`src/rtl/aes_key_sched_ctrl.sv`:
```
// AES-128 key-schedule sequencer: drives aes_key_gen, routes its S-box traffic, buffers round keys 0..NR.
// Optional macro AES_KEY_SCHED_REUSE_EN: a repeated start with the already-expanded key skips expansion.
module aes_key_sched_ctrl #(
    parameter int NR     = 10,
    parameter int KG_LAT = 1
) (
    input  logic         clk,
    input  logic         rst,
    input  logic         start,
    input  logic [127:0] key_i,
    output logic         busy,
    output logic         done,
    output logic         kg_en,
    output logic         kg_gen_key,
    output logic         kg_next_rnd,
    output logic [7:0]   kg_r_con,
    output logic [127:0] kg_key,
    input  logic [31:0]  kg_sub_o,
    output logic [31:0]  kg_sub_i,
    input  logic [127:0] kg_key_o,
    output logic         sbox_req,
    output logic [31:0]  sbox_in,
    input  logic         sbox_ack,
    input  logic [31:0]  sbox_out,
    input  logic [3:0]   rk_addr,
    output logic [127:0] rk_data
);
    localparam int RW = $clog2(NR + 1);
    localparam logic [RW-1:0] LAST_ROUND = RW'(NR);

    typedef enum logic [2:0] {
        S_IDLE, S_LOAD, S_SUB, S_STEP, S_WAIT, S_STORE, S_DONE
    } state_t;

    state_t          state_q, state_d;
    logic [RW-1:0]   round_q;
    logic [2:0]      wait_q;
    logic [7:0]      rcon_q;
    logic [127:0]    key_q;
    logic [31:0]     sub_q;
    logic [127:0]    rk_mem [0:NR];
    logic            start_ok;
    logic            reuse_hit;

    function automatic logic [7:0] xtime(input logic [7:0] r);
        return r[7] ? ({r[6:0], 1'b0} ^ 8'h1b) : {r[6:0], 1'b0};
    endfunction

    assign start_ok = start && ((state_q == S_IDLE) || (state_q == S_DONE));

`ifdef AES_KEY_SCHED_REUSE_EN
    logic valid_q;
    assign reuse_hit = valid_q && (key_i == rk_mem[0]);

    // Valid only while the buffer holds a complete expansion of rk_mem[0].
    always_ff @(posedge clk) begin
        if (rst)
            valid_q <= 1'b0;
        else if (start_ok && !reuse_hit)
            valid_q <= 1'b0;
        else if (state_q == S_STORE && round_q == LAST_ROUND)
            valid_q <= 1'b1;
    end
`else
    assign reuse_hit = 1'b0;
`endif

    always_comb begin
        state_d     = state_q;
        busy        = 1'b0;
        done        = 1'b0;
        kg_gen_key  = 1'b0;
        kg_next_rnd = 1'b0;
        sbox_req    = 1'b0;
        sbox_in     = '0;
        case (state_q)
            S_IDLE: if (start_ok) state_d = reuse_hit ? S_DONE : S_LOAD;
            S_LOAD: begin
                busy       = 1'b1;
                kg_gen_key = 1'b1;
                state_d    = S_SUB;
            end
            S_SUB: begin
                busy     = 1'b1;
                sbox_req = 1'b1;
                sbox_in  = kg_sub_o;
                if (sbox_ack) state_d = S_STEP;
            end
            S_STEP: begin
                busy        = 1'b1;
                kg_next_rnd = 1'b1;
                state_d     = S_WAIT;
            end
            // WAIT spans KG_LAT cycles so kg_key_o has settled before STORE samples it.
            S_WAIT: begin
                busy = 1'b1;
                if (wait_q == 3'd0) state_d = S_STORE;
            end
            S_STORE: begin
                busy    = 1'b1;
                state_d = (round_q == LAST_ROUND) ? S_DONE : S_SUB;
            end
            S_DONE: begin
                done = 1'b1;
                if (start_ok) state_d = reuse_hit ? S_DONE : S_LOAD;
            end
            default: state_d = S_IDLE;
        endcase
        kg_en = busy;
    end

    always_ff @(posedge clk) begin
        if (rst) begin
            state_q <= S_IDLE;
            round_q <= '0;
            wait_q  <= '0;
            rcon_q  <= 8'h01;
            key_q   <= '0;
            sub_q   <= '0;
            for (int i = 0; i <= NR; i++) rk_mem[i] <= '0;
        end else begin
            state_q <= state_d;
            case (state_q)
                S_IDLE, S_DONE: begin
                    if (start_ok && !reuse_hit) begin
                        key_q     <= key_i;
                        rk_mem[0] <= key_i;
                    end
                end
                S_LOAD: begin
                    round_q <= RW'(1);
                    rcon_q  <= 8'h01;
                end
                S_SUB:  if (sbox_ack) sub_q <= sbox_out;
                S_STEP: wait_q <= 3'(KG_LAT - 1);
                S_WAIT: if (wait_q != 3'd0) wait_q <= wait_q - 3'd1;
                S_STORE: begin
                    rk_mem[round_q] <= kg_key_o;
                    if (round_q != LAST_ROUND) begin
                        round_q <= round_q + 1'b1;
                        rcon_q  <= xtime(rcon_q);
                    end
                end
                default: ;
            endcase
        end
    end

    assign kg_r_con = rcon_q;
    assign kg_key   = key_q;
    assign kg_sub_i = sub_q;
    assign rk_data  = (rk_addr <= 4'(NR)) ? rk_mem[rk_addr] : '0;

endmodule
```
`config.mk`:
```
export PLATFORM = sky130hd
export DESIGN_NAME = aes_key_sched_ctrl
export DESIGN_NICKNAME = d
export VERILOG_FILES = /design/src/rtl/aes_key_sched_ctrl.sv
export SDC_FILE = /design/constraint.sdc
export NUM_CORES = 2
export LEC_CHECK = 0
export ABC_AREA = 0
export CORE_MARGIN = 5
export CORE_UTILIZATION = 50
export CTS_CLUSTER_DIAMETER = 80
export DETAILED_ROUTE_END_ITERATION = 16
export DONT_BUFFER_PORTS = 1
export SYNTH_ARGS = -nofsm -noshare
export SYNTH_HDL_FRONTEND = slang
export SYNTH_SLANG_ARGS = --single-unit
```
`constraint.sdc`:
```
create_clock -name clk -period 13.79 [get_ports clk]
set_clock_uncertainty 0.05 [all_clocks]
set_input_delay 3.4475 -clock clk [delete_from_list [all_inputs] [get_ports clk]]
set_output_delay 3.4475 -clock clk [all_outputs]
set_load 0.01 [all_outputs]
```
==> impl_metrics.yaml <==
global_routing:
  grt_usage_pct: 29.2
  use_met2_pct: 49.1
  grt_antenna_before_repair: 1
  busiest_layer: "met2"
  grtUsageMet3_pct: 6.08
  grt_remaining_overflow: 0
  grt_max_degree: 386
  met1_usage_pct: 38.8
  grt_pass1_wl_microns: 303000
  grt_pass1_vias: 43354
logic_synthesis:
  synth_common_cells: "nor2_1, edfxtp_1, nand2_1, dfxtp_1, a21oi_1"
  synth_area_leaders: "edfxtp_1, dfxtp_1, mux4_2, nor2_1, a21oi_1"
  syn_area_per_cell_sq_um: 12.8
  synth_area_sq_um: 66800
  yosysTopAreaCell: "edfxtp_1"
  synthFlopType: "edfxtp_1"
  synth_seq_area_share_pct: 66.7
  async_flop_share_pct: 0
  yosysWarnings: 0
  synth_seq_cells: 1586
  syn_nets: 5535
  yosysMostFrequentCell: "nor2_1"
  yosys.area.top_type_share_pct: 57.5
  syn_inst: 5203
  synth_edf_count: 1280
  ys_types: 46
min_path:
  hp-start: "rk_mem[10][31]$_SDFFE_PP0P_"
  min_path_type: "reg2reg"
  hold_end: "rk_mem[10][31]$_SDFFE_PP0P_"
  min_path_cells: 2
sta:
  timing.fmax_ghz: 0.0950
  fin_crit_ns: 10.52
  hold_viol: 0
  setup_viol: 0
  relSlewSlack_pct: -10.8
  final.period_utilization_pct: 76.3
  rsz0062_at_grt: "no"
  setup-tns-final_ns: 0
  tightest_slew_ns: 1.66
  maxSlewViolCount: 142
  timing.hold.ws_ns: 0.446
layout:
  finalCoreUtilization_pct: 55.2
  fin_nets: 5359
  drive_gt1_share_pct: 11.4
  final_cell_count_no_fill: 6941
  antennaDiodeCount: 0
  areaGrowthSynthToFinish_pct: 9.93
critical_path:
  r2r_cells: 5
  r2r_start: "state_q[2]$_SDFFE_PP0P_"
  startpoint_type: "primary input"
  cp.arrival_ns: 7.03
  r2r_setup_slack_ns: 8.58
  criticalPathCategory: "in2out"
  crit_path_max_fanout: 385
  cp.required_ns: 10.29
  endpoint_kind: "output port"
  r2r-end: "rk_mem[4][61]$_SDFFCE_PN0P_"
clocking:
  clock_path_buffers: 3
  clock_sinks: 1586
  post_cts_buffers: 0
  cts_buffers: 168
  cts_tree: "done"
  h-tree-depth: 4
  cts_hold_buffers: 0
  clk_latency_ns: 0.77
  clockRootBuffer: "clkbuf_16"
  cts_resized: 0
  clk_pin_slew_ns: 0.06
place:
  dp_cells: 6625
  hpwl_microns: 112000
  portBuffers: 0
  gp_congestion: 0.814
power:
  power.switching_mw: 2.43
  power_density_nw_per_um2: 143
  vdd_drop_max_mv: 0.0976
  p_sw_share_pct: 23.1
  pwr-share-clk_pct: 42.0
  pwr-share-comb_pct: 6.2
  power_leakage_nw: 25.8
  power.internal_mw: 8.08
  seqPwrFrac_pct: 51.7
route:
  dr.pass1.iters: 6
  drt_iter0_markers: 4803
  drcViolationCount: 0
  drt_wl_total_microns: 210000
  wire_per_inst_microns: 30.2
  postRouteAntennaNets: 0
  dr_total_vias: 43347
  via_per_inst: 6.25
floorplan:
  initial_utilization_pct: 50.2
  core_area_sq_um: 133000
  dieHeight_microns: 376
  top_level_ports: 662
  dieWidth_microns: 376
  rows: 134
  die_area_sq_um: 141000
outcome:
  failed_checks: "max-slew violations"
  status: "finished, violations left"
run:
  maxCapViolCount: 0
cells in the final DEF, fill, tap and decap left out, types with 3 or more instances in the layout:
| master | count |
|---|---|
| clkbuf_8 | 23 |
| o211ai_1 | 128 |
| edfxtp_1 | 1280 |
| clkbuf_16 | 175 |
| nor2_1 | 1419 |
| a22oi_1 | 128 |
| ha_1 | 4 |
| mux2i_1 | 130 |
| xor2_1 | 6 |
| inv_6 | 3 |
| nand2b_4 | 9 |
| clkbuf_1 | 62 |
| a211oi_1 | 131 |
| a22o_1 | 128 |
| mux4_2 | 256 |
| buf_12 | 4 |
| and2_1 | 34 |
| o21ai_0 | 3 |
| buf_4 | 63 |
| dfxtp_1 | 306 |
| nor3_1 | 6 |
| nand3_1 | 8 |
| nand2b_1 | 3 |
| inv_1 | 135 |
| a21oi_1 | 301 |
| clkinv_8 | 6 |
| clkinv_1 | 14 |
| nand4b_1 | 3 |
| nand2_1 | 332 |
| clkinv_2 | 25 |
| nand3b_1 | 6 |
| and3b_1 | 4 |
registers in the layout, summed over array words and instances, names as in the netlist:
register / cells
kg_key: 128
kg_r_con: 8
kg_sub_i: 32
rk_mem: 1408
round_q: 4
state_q: 3
wait_q: 3
stage by stage:
stage	power (mW)	worst slack, ns	cell area (sq um)
5_1_grt	10.8	3.84	73400
6_report	10.5	3.27	73400
4_1_cts	10.6	4.12	73400
3_3_place_gp	6.17	4.27	68000
2_1_floorplan	6.01	2.72	66800
3_5_place_dp	6.19	4.23	68000
layer usage:
| metal | vias to the layer above | part of all wire [%] | routed length, microns |
|---|---|---|---|
| met5 | - | 0.0062 | 13 |
| met4 | 2 | 2.6 | 5450 |
| met3 | 299 | 9.1 | 19100 |
| met2 | 2270 | 50 | 104000 |
| li1 | 18579 | - | - |
| met1 | 22197 | 39 | 81000 |
power by group through the flow:
| stage | sequential [mW] | combinational (mW) | clock [mW] |
|---|---|---|---|
| detailed placement | 5.53 | 0.652 | 0 |
| floorplan | 5.53 | 0.485 | 0 |
| CTS | 5.43 | 0.653 | 4.47 |
| global route | 5.45 | 0.691 | 4.68 |
| finish | 5.44 | 0.656 | 4.42 |
| global placement | 5.53 | 0.645 | 0 |
worst max path at each step:
stage,startpoint,endpoint
after detailed placement,rk_addr[0],rk_data[100]
final,rk_addr[1],rk_data[100]
after floorplan,rst,rk_mem[9][0]$_DFFE_PP_
after global routing,rk_addr[0],rk_data[100]
after CTS,rk_addr[0],rk_data[100]
after global placement,rk_addr[1],rk_data[100]
kinds of logic after synthesis:
logic type	after synthesis	share of synthesized area, %
flip-flops	1586	66.7
AO/OA/AOI/OAI	829	8.44
multiplexers	387	10.6
XOR/XNOR	6	0.0787
buffers and inverters	548	3.33
AND/OR/NAND/NOR	1843	10.8
adder cells (fa/ha/maj)	4	0.0749
cell type report:
type / count / area [sq um]
Clock inverter: 56 / 463
Clock buffer: 260 / 4930
Inverter: 135 / 507
Tap cell: 1768 / 2210
Sequential cell: 1586 / 44600
Fill cell: 11008 / 59700
Timing Repair Buffer: 67 / 553
Multi-Input combinational cell: 3069 / 20200
worst max-delay path: stages:
cell and delay [ns]:
nor2b_4 1.24, buf_4 0.82, a21oi_1 0.19, o211ai_1 0.59
Power figures use the tool's default switching activity.
